## src/rtl/alu_pkg.sv

```systemverilog
`default_nettype none
// +----------------------------------------------------------------------+
// | Package     : alu_pkg                                                |
// | Description : Shared types and defaults for the ALU sequential       |
// |               multiplier (FSM state encoding, default width).        |
// | Revision    : 1.0 - initial release                                  |
// +----------------------------------------------------------------------+
package alu_pkg;

    localparam int MULT_W_DEFAULT = 8;

    typedef enum logic [1:0] {
        ST_IDLE = 2'd0,
        ST_CALC = 2'd1,
        ST_FIX  = 2'd2,
        ST_DONE = 2'd3
    } state_t;

endpackage
`default_nettype wire

```

## src/rtl/seq_mult_if.sv

```systemverilog
`default_nettype none
// +----------------------------------------------------------------------+
// | Interface   : seq_mult_if                                            |
// | Description : Operand/product handshake bundle for seq_mult.         |
// |               master = producer/consumer side, slave = multiplier.   |
// | Revision    : 1.0 - initial release                                  |
// +----------------------------------------------------------------------+
interface seq_mult_if
    import alu_pkg::*;
#(
    parameter int WIDTH = MULT_W_DEFAULT
);
    logic                 in_valid;
    logic                 in_ready;
    logic [WIDTH-1:0]     a;
    logic [WIDTH-1:0]     b;
    logic                 signed_mode;
    logic                 out_valid;
    logic                 out_ready;
    logic [2*WIDTH-1:0]   product;

    modport master (
        output in_valid, a, b, signed_mode, out_ready,
        input  in_ready, out_valid, product
    );

    modport slave (
        input  in_valid, a, b, signed_mode, out_ready,
        output in_ready, out_valid, product
    );
endinterface
`default_nettype wire

```

## src/rtl/full_add.sv

```systemverilog
`default_nettype none
// +----------------------------------------------------------------------+
// | Module      : full_add                                               |
// | Description : One-bit full adder cell.                               |
// | Revision    : 1.0 - initial release                                  |
// +----------------------------------------------------------------------+
module full_add (
    input  wire logic a,
    input  wire logic b,
    input  wire logic cin,
    output logic      sum,
    output logic      cout
);
    assign sum  = a ^ b ^ cin;
    assign cout = (a & b) | (cin & (a ^ b));
endmodule
`default_nettype wire

```

## src/rtl/rca_add.sv

```systemverilog
`default_nettype none
// +----------------------------------------------------------------------+
// | Module      : rca_add                                                |
// | Description : WIDTH-bit ripple-carry adder, a + b + cin, built from  |
// |               full_add cells.                                        |
// | Revision    : 1.0 - initial release                                  |
// +----------------------------------------------------------------------+
module rca_add #(
    parameter int WIDTH = 8
) (
    input  wire logic [WIDTH-1:0] a,
    input  wire logic [WIDTH-1:0] b,
    input  wire logic             cin,
    output logic      [WIDTH-1:0] sum,
    output logic                  cout
);
    logic [WIDTH:0] carry;

    assign carry[0] = cin;
    assign cout     = carry[WIDTH];

    // Carry ripples LSB to MSB through one cell per bit.
    for (genvar i = 0; i < WIDTH; i++) begin : g_fa
        full_add u_fa (
            .a    (a[i]),
            .b    (b[i]),
            .cin  (carry[i]),
            .sum  (sum[i]),
            .cout (carry[i+1])
        );
    end
endmodule
`default_nettype wire

```

## src/rtl/seq_mult.sv

```systemverilog
`default_nettype none
// +----------------------------------------------------------------------+
// | Module      : seq_mult                                               |
// | Description : Iterative shift-add multiplier, one partial product    |
// |               per cycle, signed/unsigned, valid/ready handshake.     |
// |               Signed operands are reduced to magnitudes up front and |
// |               the sign is re-applied in a single fix-up cycle.       |
// | Revision    : 1.0 - initial release                                  |
// +----------------------------------------------------------------------+
module seq_mult
    import alu_pkg::*;
#(
    parameter int WIDTH = MULT_W_DEFAULT
) (
    input  wire logic clk,
    input  wire logic rst_n,
    seq_mult_if.slave bus
);
    localparam int               CNT_W    = $clog2(WIDTH + 1);
    localparam logic [CNT_W-1:0] CNT_INIT = CNT_W'(WIDTH);
    localparam logic [CNT_W-1:0] CNT_ONE  = CNT_W'(1);

    state_t                 state_q;
    logic                   in_ready_q;
    logic                   out_valid_q;
    logic [2*WIDTH-1:0]     product_q;
    logic [WIDTH-1:0]       mcand_q;
    logic [WIDTH-1:0]       mplier_q;
    logic [WIDTH-1:0]       acc_hi_q;
    logic                   neg_q;
    logic [CNT_W-1:0]       cnt_q;

    logic [WIDTH-1:0]       mag_a_d;
    logic [WIDTH-1:0]       mag_b_d;
    logic                   neg_d;
    logic [WIDTH-1:0]       addend_d;
    logic [WIDTH-1:0]       sum_d;
    logic                   cout_d;
    logic [2*WIDTH-1:0]     full_d;
    logic [2*WIDTH-1:0]     prod_d;

    // Operand magnitudes: only negate when the operand is signed and negative.
    // The most negative value negates to itself, which reads correctly as unsigned.
    assign mag_a_d = (bus.signed_mode && bus.a[WIDTH-1]) ? (~bus.a + WIDTH'(1)) : bus.a;
    assign mag_b_d = (bus.signed_mode && bus.b[WIDTH-1]) ? (~bus.b + WIDTH'(1)) : bus.b;
    assign neg_d   = bus.signed_mode & (bus.a[WIDTH-1] ^ bus.b[WIDTH-1]);

    // Partial product for the current multiplier LSB.
    assign addend_d = mplier_q[0] ? mcand_q : '0;

    rca_add #(
        .WIDTH (WIDTH)
    ) u_acc_add (
        .a    (acc_hi_q),
        .b    (addend_d),
        .cin  (1'b0),
        .sum  (sum_d),
        .cout (cout_d)
    );

    // Low half of the result lives in mplier_q once all bits are shifted out.
    assign full_d = {acc_hi_q, mplier_q};
    assign prod_d = neg_q ? (~full_d + (2*WIDTH)'(1)) : full_d;

    assign bus.in_ready  = in_ready_q;
    assign bus.out_valid = out_valid_q;
    assign bus.product   = product_q;

    // Control FSM and datapath registers: accept, iterate WIDTH times, sign fix, hold.
    always_ff @(posedge clk or negedge rst_n) begin
        if (!rst_n) begin
            state_q     <= ST_IDLE;
            in_ready_q  <= 1'b1;
            out_valid_q <= 1'b0;
            product_q   <= '0;
            mcand_q     <= '0;
            mplier_q    <= '0;
            acc_hi_q    <= '0;
            neg_q       <= 1'b0;
            cnt_q       <= '0;
        end else begin
            case (state_q)
                ST_IDLE: begin
                    if (bus.in_valid) begin
                        mcand_q    <= mag_a_d;
                        mplier_q   <= mag_b_d;
                        neg_q      <= neg_d;
                        acc_hi_q   <= '0;
                        cnt_q      <= CNT_INIT;
                        in_ready_q <= 1'b0;
                        state_q    <= ST_CALC;
                    end
                end
                ST_CALC: begin
                    // {carry, sum, mplier} shifted right by one.
                    acc_hi_q <= {cout_d, sum_d[WIDTH-1:1]};
                    mplier_q <= {sum_d[0], mplier_q[WIDTH-1:1]};
                    cnt_q    <= cnt_q - CNT_ONE;
                    if (cnt_q == CNT_ONE) begin
                        state_q <= ST_FIX;
                    end
                end
                ST_FIX: begin
                    product_q   <= prod_d;
                    out_valid_q <= 1'b1;
                    state_q     <= ST_DONE;
                end
                ST_DONE: begin
                    if (bus.out_ready) begin
                        out_valid_q <= 1'b0;
                        in_ready_q  <= 1'b1;
                        state_q     <= ST_IDLE;
                    end
                end
                default: begin
                    state_q     <= ST_IDLE;
                    in_ready_q  <= 1'b1;
                    out_valid_q <= 1'b0;
                end
            endcase
        end
    end
endmodule
`default_nettype wire

```

## src/flat_wrapper.sv

```systemverilog
// flat-port wrapper written by rule: the top's interface ports become plain ports
module seq_mult_flat import alu_pkg::*;
#(
    parameter int WIDTH = MULT_W_DEFAULT
)
  (clk, rst_n, bus_in_valid, bus_a, bus_b, bus_signed_mode, bus_out_ready, bus_in_ready, bus_out_valid, bus_product);
  seq_mult_if #(.WIDTH(WIDTH)) bus_i ();
  input  wire logic clk;
  input  wire logic rst_n;
  input wire logic [$bits(bus_i.in_valid)-1:0] bus_in_valid;
  input wire logic [$bits(bus_i.a)-1:0] bus_a;
  input wire logic [$bits(bus_i.b)-1:0] bus_b;
  input wire logic [$bits(bus_i.signed_mode)-1:0] bus_signed_mode;
  input wire logic [$bits(bus_i.out_ready)-1:0] bus_out_ready;
  output wire logic [$bits(bus_i.in_ready)-1:0] bus_in_ready;
  output wire logic [$bits(bus_i.out_valid)-1:0] bus_out_valid;
  output wire logic [$bits(bus_i.product)-1:0] bus_product;
  assign bus_i.in_valid = bus_in_valid;
  assign bus_i.a = bus_a;
  assign bus_i.b = bus_b;
  assign bus_i.signed_mode = bus_signed_mode;
  assign bus_i.out_ready = bus_out_ready;
  assign bus_in_ready = bus_i.in_ready;
  assign bus_out_valid = bus_i.out_valid;
  assign bus_product = bus_i.product;
  seq_mult #(.WIDTH(WIDTH)) u_core (.clk(clk), .rst_n(rst_n), .bus(bus_i));
endmodule
```

## config.mk

```make
export PLATFORM = sky130hd
export DESIGN_NAME = seq_mult_flat
export DESIGN_NICKNAME = d
export VERILOG_FILES = /design/src/rtl/alu_pkg.sv /design/src/rtl/seq_mult_if.sv /design/src/rtl/full_add.sv /design/src/rtl/rca_add.sv /design/src/rtl/seq_mult.sv /design/src/flat_wrapper.sv
export SDC_FILE = /design/constraint.sdc
export NUM_CORES = 1
export LEC_CHECK = 0
export CORE_ASPECT_RATIO = 1.4
export CORE_MARGIN = 2
export CORE_UTILIZATION = 55
export CTS_BUF_LIST = sky130_fd_sc_hd__clkbuf_4 sky130_fd_sc_hd__clkbuf_8
export CTS_CLUSTER_SIZE = 20
export DETAILED_ROUTE_END_ITERATION = 6
export DONT_BUFFER_PORTS = 1
export PLACE_DENSITY = 0.7
export SLEW_MARGIN = 40
export SYNTH_ARGS = -nofsm -noshare
export SYNTH_HDL_FRONTEND = slang
export SYNTH_SLANG_ARGS = --single-unit
```

## constraint.sdc

```tcl
create_clock -name clk -period 4.56 [get_ports clk]
set_input_delay 0.684 -clock clk [delete_from_list [all_inputs] [get_ports clk]]
set_output_delay 0.684 -clock clk [all_outputs]
set_load 0.05 [all_outputs]
```

**Yosys cells after proc, flatten, opt, wreduce, memory -nomap -nowiden**

Cells that the tools add are included.

- Register bits after elaboration: 49
- Input port bits: 21
- Output and inout port bits: 18
- Word-level logic and storage cells: 92

- $add $sub $neg: 4
- Equal/unequal tests: 7
- Multiplexer cells: 19
- Bitwise operators: 42
- Reduce and logical (&&, ||, !) cells: 11

Operators with widths:

| kind | count |
|---|---|
| $mux W8 | 5 |
| $pmux W8 S2 | 2 |
| $add A16 B1 Y16 const B | 1 |
| $add A8 B1 Y8 const B | 2 |
| $and A1 B1 Y1 | 16 |
| $mux W16 | 1 |
| $not A16 Y16 | 1 |
| $not A8 Y8 | 2 |
| $xor A1 B1 Y1 | 16 |
| $pmux W2 S4 | 1 |
| $pmux W4 S2 | 1 |
| $or A1 B1 Y1 | 7 |
| $mux W2 | 3 |
| $reduce_and A2 Y1 | 3 |
| $reduce_and A3 Y1 | 2 |
| $reduce_bool A2 Y1 | 3 |
| $eq A2 B2 Y1 const B | 2 |
| $eq A4 B1 Y1 const B | 1 |
| $mux W4 | 1 |
| $ne A2 B2 Y1 const B | 2 |
| $pmux W1 S2 | 2 |
| $sub A4 B1 Y4 const B | 1 |
| $mux W1 | 3 |
| $eq A2 B1 Y1 const B | 1 |
| 3 further kinds | 4 |

**Logic depth before layout (Yosys ltp)**

Gate-level depths: netlist (run 1).

- Depth after elaboration: 17
- Mapped depth: 16
- Mapped depth without buffers: 15

**Cells and area by module**

A second synthesis (run 1) with hierarchy kept.

- Cells, all modules: 301
- Area, all modules: 2921.6 um^2

By module, submodules not included:

| module | times used | cells an instance | area an instance (um^2) | sequential area each (um^2) |
|---|---|---|---|---|
| seq_mult | 1 | 293 | 2761.4 | 1227.4 |
| full_add | 8 | 1 | 20.0 | 0.0 |

**Least setup slack after synthesis (run 1)**

No wires, ideal clock.

- Kind: reg-to-reg
- Start point: register u_core.mplier_q[0]
- End point: register u_core.acc_hi_q[7]
- Setup time: 90 ps
- Arrival time: 3670 ps
- Required time: 4470 ps
- Path slack: 800 ps
- Stages on the path, launching flop included: 17
- Path buffers: 1
- Period minus slack after synthesis: 3760 ps
- Cell sequence: dfrtp_1 > clkbuf_1 > and2_1 > ha_1 > inv_1 > fa_1 > fa_1 > fa_1 > fa_1 > fa_1 > inv_1 > fa_1 > inv_1 > fa_1 > nand2_1 > o21ai_0 > o221ai_1

- Longest elaborated chain between the ends: 17
- Elaborated cells on any way between the ends: 31
- Those cells by class: mux: 2; bitwise: 29

Ends and longest elaborated chain:

| what | RTL line | text |
|---|---|---|
| from (decl) | seq_mult.sv:28 | `logic [WIDTH-1:0] mplier_q;` |
| from (signal assigned) | seq_mult.sv:86 | `mplier_q <= mag_b_d;` |
| from (signal assigned) | seq_mult.sv:97 | `mplier_q <= {sum_d[0], mplier_q[WIDTH-1:1]};` |
| $mux W8 * | seq_mult.sv:49 | `assign addend_d = mplier_q[0] ? mcand_q : '0;` |
| $and A1 B1 Y1 or $xor A1 B1 Y1 (tied branches) | full_add.sv:15 | `assign cout = (a & b) \| (cin & (a ^ b));` |
| $and A1 B1 Y1 | full_add.sv:15 |  |
| $or A1 B1 Y1 | full_add.sv:15 |  |
| $and A1 B1 Y1 | full_add.sv:15 |  |
| $or A1 B1 Y1 | full_add.sv:15 |  |
| $and A1 B1 Y1 | full_add.sv:15 |  |
| $or A1 B1 Y1 | full_add.sv:15 |  |
| $and A1 B1 Y1 | full_add.sv:15 |  |
| $or A1 B1 Y1 | full_add.sv:15 |  |
| $and A1 B1 Y1 | full_add.sv:15 |  |
| $or A1 B1 Y1 | full_add.sv:15 |  |
| $and A1 B1 Y1 | full_add.sv:15 |  |
| $or A1 B1 Y1 | full_add.sv:15 |  |
| $and A1 B1 Y1 | full_add.sv:15 |  |
| $or A1 B1 Y1 * | full_add.sv:15 |  |
| $pmux W8 S2 * | seq_mult.sv:82 | `case (state_q)` |
| to (signal assigned) | seq_mult.sv:96 | `acc_hi_q <= {cout_d, sum_d[WIDTH-1:1]};` |
| to (decl) | seq_mult.sv:29 | `logic [WIDTH-1:0] acc_hi_q;` |

Mark *: on every way between the ends. The rest lies on a longest branch, timed or not.
A chain may end at the register's enable or synchronous reset.

**Final worst setup path (run 1)**

Ends and elaborated chain as after synthesis.

==> results of run 1 <==
-- cell type report --
cell class	count	area (sq um)	area share, %
Multi-Input combinational cell	237	1620	51.9
Sequential cell	49	1230	39.4
Timing Repair Buffer	1	7.51	0.241
Tap cell	66	82.6	2.65
Inverter	24	90.1	2.89
Clock buffer	7	90.1	2.89
-- cells by family after synthesis --
| kind of cell | Yosys count | share of synthesized area, % |
|---|---|---|
| mux | 13 | 4.55 |
| simple gates | 107 | 17.8 |
| buf+inv | 41 | 5.17 |
| compound gates | 77 | 16.0 |
| xor+xnor | 23 | 6.72 |
| flops | 49 | 40.9 |
| fa+ha+maj | 17 | 8.84 |
-- Yosys cell counts (all sizes together), types with 2 or more instances --
cell type  count  area, sq um
mux2           5         56.3
nor4           2         27.5
nand4          2         12.5
nand3          5         25.0
xor2           6         52.6
ha            10          125
dfrtp         48         1200
or3            5         32.5
nor2b          5         31.3
nand2b         2         12.5
a31oi          4         25.0
o22ai          4         25.0
mux2i          8         80.1
fa             7          140
o21ai         26          130
nand2         34          128
and2           2         12.5
xnor2         17          149
nand3b         9         67.6
o41ai          5         73.8
buf            5         20.0
a21oi         28          140
nor3           7         35.0
inv           24         90.1
clkbuf        12         45.0
o221ai         3         26.3
nor2          29          109
-- critical path: stages, from the launching register on --
cell      delay [ns]
dfrtp_1         0.55
and2_1          0.18
ha_1            0.14
inv_1           0.05
fa_1            0.37
fa_1            0.39
fa_1            0.38
fa_1            0.39
fa_1            0.37
inv_1           0.07
fa_1            0.15
inv_1           0.05
fa_1            0.38
nand2_1         0.07
o21ai_0         0.08
o221ai_1        0.17
-- flip-flops by register name, indices dropped and copies added (netlist names) --
name / flops
u_core.bus.product: 16
u_core.acc_hi_q: 8
u_core.mcand_q: 8
u_core.mplier_q: 8
u_core.cnt_q: 4
u_core.state_q: 2
u_core.bus.in_ready: 1
u_core.bus.out_valid: 1
u_core.neg_q: 1
-- report_power, final --
group          internal (mW)  switching (mW)  leakage (nW)
registers              0.632           0.458         0.589
logic                  0.384           0.517         0.646
clock network          0.127           0.137        0.0477
total                   1.14            1.11          1.28
-- routing by layer --
metal	global-route usage [%]	up-vias	share of wire, %
li1	-	1098	-
met1	28.4	1055	45
met2	32.9	47	49
met3	3.72	9	3.5
met4	8.16	0	2.3
met5	0	-	0
-- path summary, 6_finish.rpt --
path / start / to / cells after the start
max reg2reg: u_core.mplier_q[0] / u_core.acc_hi_q[7] / 15
min in group clk: u_core.mcand_q[6] / u_core.mcand_q[6] / 2
min: rst_n / u_core.mplier_q[4] / 0
max in group asynchronous: rst_n / u_core.bus.in_ready / 0
min reg2reg: u_core.mcand_q[6] / u_core.mcand_q[6] / 2
max: u_core.mplier_q[0] / u_core.acc_hi_q[7] / 15
-- per-stage QoR --
step / hold WS (ns) / util, % / cells / instance area, sq um / total power, mW
2_1_floorplan: 0.388 / - / 327 / 3000 / 1.81
3_3_place_gp: 0.390 / 57.8 / 377 / 3020 / 1.97
3_5_place_dp: 0.389 / 57.8 / 377 / 3030 / 2.00
4_1_cts: 0.0610 / 59.5 / 384 / 3120 / 2.27
5_1_grt: 0.0414 / 59.5 / 384 / 3120 / 2.45
6_report: 0.0641 / 59.5 / 384 / 3120 / 2.25
==> metrics.yaml, run 1 <==
sta:
  rsz0062_at_grt: "no"
  fmax_mhz: 256
  worst_slack_ns: 0.655
  final.period_utilization_pct: 85.6
  hold_viol: 0
  slew_viol_final: 0
  worst_slew_pin_slew_ns: 0.663
  finalClockSkew_ns: 0.00790
  finalSetupTns_ns: 0
  max_slew_margin_pct: 55.7
  setup_viol: 0
  finalCriticalPeriod_ns: 3.90
route:
  wl_per_cell_microns: 15.1
  first_iter_violations: 108
  via_count: 2209
  antenna_left: 0
  wl_microns: 5790
  dr.pass1.iters: 5
  drcViolationCount: 0
  viasPerCell: 5.75
layout:
  mostFrequentLayoutCells: "48 x dfrtp_1, 34 x nand2_1, 29 x nor2_1, 28 x a21oi_1, 25 x o21ai_0"
  drive_above_1_share_pct: 7.23
  num-fill-cells: 476
  mostFrequentLayoutCell: "dfrtp_1"
  layout.nets: 356
  antennaDiodeCount: 0
  syn_to_final_growth_pct: 3.92
global_route:
  grt_antenna_before_repair: 0
  grt_pass1_vias: 2192
  gr-total-overflow: 0
  grt_first_pass_wirelength_microns: 9940
  grt_usage_pct: 20.9
  grt_max_degree: 50
worst_setup_path:
  cp-end-kind: "register"
  critPathRequiredTime_ns: 4.78
  r2r_slack_ns: 0.66
  critPathMaxFanout: 12
  arrival_ns: 4.12
  start_kind: "register"
  crit_type: "reg2reg"
synthesis:
  synth_cell_type_count: 45
  synth_edf_count: 0
  yosysSeqAreaShare_pct: 40.9
  syn_area_sq_um: 3000
  ys.flop_type: "dfrtp_1"
  ys_ff_latch: 49
  async_flop_share_pct: 100
  synth-warning-count: 0
  synthCells: 327
  synth_nets: 365
  syn_avg_cell_area_sq_um: 9.17
cts:
  post_cts_buffers: 0
  cts_tree: "built"
  post_cts_hold_buffer_count: 0
  clk_latency_ns: 0.30
  cts_sinks: 49
  cts.root.buffer_cell: "clkbuf_8"
  cts_buffers: 5
  cts_resized: 0
  htree_levels: 2
  cts_buffer_depth: 2
  cts.clk_slew.worst_paths_ns: 0.09
floorplanning:
  die_h_microns: 91.4
  rows: 31
  io_pins: 39
  core-area_sq_um: 5240
  die_area_sq_um: 6070
  start_util_pct: 57.3
  dieWidth_microns: 66.4
placed_design:
  gp_congestion: 0.822
  port_buffers: 0
  place_hpwl_microns: 4250
  place_ws_ns: 0.662
hold_path:
  hold_path.class: "in2async"
status:
  status: "finished, final reports clean"
power:
  ir_drop_uv: 228
  p_leak_nw: 1.28
  p_per_area_nw_per_um2: 723
job:
  cap_violations: 0
Power figures use the tool's default switching activity.
==> run 2: changes to the inputs <==
--- a/config.mk
+++ b/config.mk
@@ -12,6 +12,7 @@
 export CTS_CLUSTER_SIZE = 20
 export DETAILED_ROUTE_END_ITERATION = 6
 export DONT_BUFFER_PORTS = 1
+export GPL_TIMING_DRIVEN = 1
 export PLACE_DENSITY = 0.7
 export SLEW_MARGIN = 40
 export SYNTH_ARGS = -nofsm -noshare
==> results of run 2 <==
Same layout as run 1: the final DEF is identical, and so are final timing and power.
==> run 3: changes to the inputs <==
--- a/config.mk
+++ b/config.mk
@@ -13,7 +13,7 @@
 export DETAILED_ROUTE_END_ITERATION = 6
 export DONT_BUFFER_PORTS = 1
 export GPL_TIMING_DRIVEN = 1
-export PLACE_DENSITY = 0.7
+export PLACE_DENSITY = 0.8
 export SLEW_MARGIN = 40
 export SYNTH_ARGS = -nofsm -noshare
 export SYNTH_HDL_FRONTEND = slang
==> run 3 against run 2 <==
  * Utilization unchanged
  * Combinational power increased by 2%
  * Register-to-register slack about the same
  * Via count increased by 0.91%
  * Critical path type unchanged
  * Largest power group unchanged
  * Cell count unchanged
  * Setup slack got worse by 0.0019 ns
==> metrics.yaml, run 3 (synthesized netlist as in run 1, its figures left out) <==
cts:
  cts_resized: 0  # unchanged
  cts_sinks: 49  # unchanged
  cts_tree: "built"
  cts_buffers: 5  # unchanged
  cts.root.buffer_cell: "clkbuf_8"
  post_cts_buffers: 0  # unchanged
  cts_buffer_depth: 2  # unchanged
  clk_latency_ns: 0.30  # about the same
  htree_levels: 2  # unchanged
  post_cts_hold_buffer_count: 0  # unchanged
  cts.clk_slew.worst_paths_ns: 0.09  # about the same
sta:
  finalCriticalPeriod_ns: 3.91  # +0.00189 ns
  hold_viol: 0  # unchanged
  worst_slew_pin_slew_ns: 0.622  # -0.0409 ns
  setup_viol: 0  # unchanged
  finalClockSkew_ns: 0.00527  # -0.00263 ns
  finalSetupTns_ns: 0  # unchanged
  slew_viol_final: 0  # unchanged
  max_slew_margin_pct: 58.4  # +2.7 points
  rsz0062_at_grt: "no"
  fmax_mhz: 256  # about the same
  final.period_utilization_pct: 85.7  # about the same
worst_setup_path:
  rr_endpoint: "u_core.acc_hi_q[7]"
  start_kind: "register"
  crit_type: "reg2reg"
  r2r_cells: 15  # unchanged
  critPathMaxFanout: 12  # unchanged
  arrival_ns: 4.12  # about the same
  critPathRequiredTime_ns: 4.77  # about the same
  worstReg2RegStart: "u_core.mplier_q[0]"
  cp-end-kind: "register"
  r2r_slack_ns: 0.65  # about the same
layout:
  drive_above_1_share_pct: 7.23  # unchanged
  mostFrequentLayoutCell: "dfrtp_1"
  syn_to_final_growth_pct: 3.92  # unchanged
  mostFrequentLayoutCells: "48 x dfrtp_1, 34 x nand2_1, 29 x nor2_1, 28 x a21oi_1, 25 x o21ai_0"
  largest_reg_flops: 16  # unchanged
  antennaDiodeCount: 0  # unchanged
  layout.nets: 356  # unchanged
  num-fill-cells: 456  # -4.2%
status:
  status: "finished, final reports clean"
power:
  power_mw: 2.27  # +0.63%
  p_leak_nw: 1.28  # unchanged
  ir_drop_uv: 235  # +3.1%
  p_per_area_nw_per_um2: 728  # +0.63%
route:
  via_count: 2229  # +0.91%
  viasPerCell: 5.80  # +0.91%
  dr.pass1.iters: 4  # -1
  first_iter_violations: 143  # +32%
  drcViolationCount: 0  # unchanged
  wl_per_cell_microns: 15.3  # +1.6%
  antenna_left: 0  # unchanged
  wl_microns: 5880  # +1.6%
placed_design:
  gp_congestion: 0.846  # +3.0%
  place_hpwl_microns: 4370  # +2.7%
  port_buffers: 0  # unchanged
floorplanning:
  io_pins: 39  # unchanged
  rows: 31  # unchanged
  dieWidth_microns: 66.4  # unchanged
  core-area_sq_um: 5240  # unchanged
  start_util_pct: 57.3  # unchanged
  die_h_microns: 91.4  # unchanged
  die_area_sq_um: 6070  # unchanged
global_route:
  grt_usage_pct: 21.0  # about the same
  grt_antenna_before_repair: 0  # unchanged
  grt_max_degree: 50  # unchanged
  grt_pass1_vias: 2212  # +0.91%
  grt_first_pass_wirelength_microns: 9870  # -0.75%
  gr-total-overflow: 0  # unchanged
job:
  cap_violations: 0  # unchanged
hold_path:
  hold_path.class: "in2async"
## run 3: layout make-up
class / count / area, sq um / area share (%)
multi-input combinational: 237 / 1620 / 51.9
sequential: 49 / 1230 / 39.4
clock buffer: 7 / 90.1 / 2.89
inverter: 24 / 90.1 / 2.89
tap: 66 / 82.6 / 2.65
timing repair buffer: 1 / 7.51 / 0.241
## run 3: worst max path at each step
stage	from	end	slack [ns]	cells after the start
6_report	u_core.mplier_q[0]	u_core.acc_hi_q[7]	0.65	15
4_1_cts	u_core.mplier_q[0]	u_core.acc_hi_q[7]	0.64	15
2_1_floorplan	u_core.mplier_q[0]	u_core.acc_hi_q[7]	0.80	16
5_1_grt	u_core.mplier_q[0]	u_core.acc_hi_q[7]	0.37	15
3_5_place_dp	u_core.mplier_q[0]	u_core.acc_hi_q[7]	0.66	15
3_3_place_gp	u_core.mplier_q[0]	u_core.acc_hi_q[7]	0.76	15
## run 3: routing by layer
metal / wire (microns) / GRT usage [%] / vias to the layer above
met5: 0 / 0 / -
met4: 131 / 9.35 / 0
met3: 284 / 3.72 / 11
met2: 2950 / 34.1 / 67
met1: 2520 / 26.7 / 1049
li1: - / - / 1102
## run 3: worst max-delay path, stage by stage (launching register included)
cell	delay, ns
dfrtp_1	0.54
and2_1	0.18
ha_1	0.13
inv_1	0.05
fa_1	0.37
fa_1	0.39
fa_1	0.40
fa_1	0.39
fa_1	0.36
inv_1	0.07
fa_1	0.15
inv_1	0.05
fa_1	0.37
nand2_1	0.07
o21ai_0	0.08
o221ai_1	0.19
## run 3: power breakdown
part	internal [mW]	leakage, nW	switching (mW)
Sequential	0.632	0.589	0.455
Clock	0.127	0.0477	0.137
Combinational	0.388	0.646	0.529
Total	1.15	1.28	1.12
## run 3: stage by stage
step,setup WS (ns),std cells,hold WS [ns],util (%),instance area [sq um]
5_1_grt,0.371,384,0.0458,59.5,3120
3_3_place_gp,0.759,377,0.389,57.8,3020
2_1_floorplan,0.800,327,0.388,-,3000
4_1_cts,0.639,384,0.0593,59.5,3120
3_5_place_dp,0.656,377,0.389,57.8,3030
6_report,0.653,384,0.0674,59.5,3120
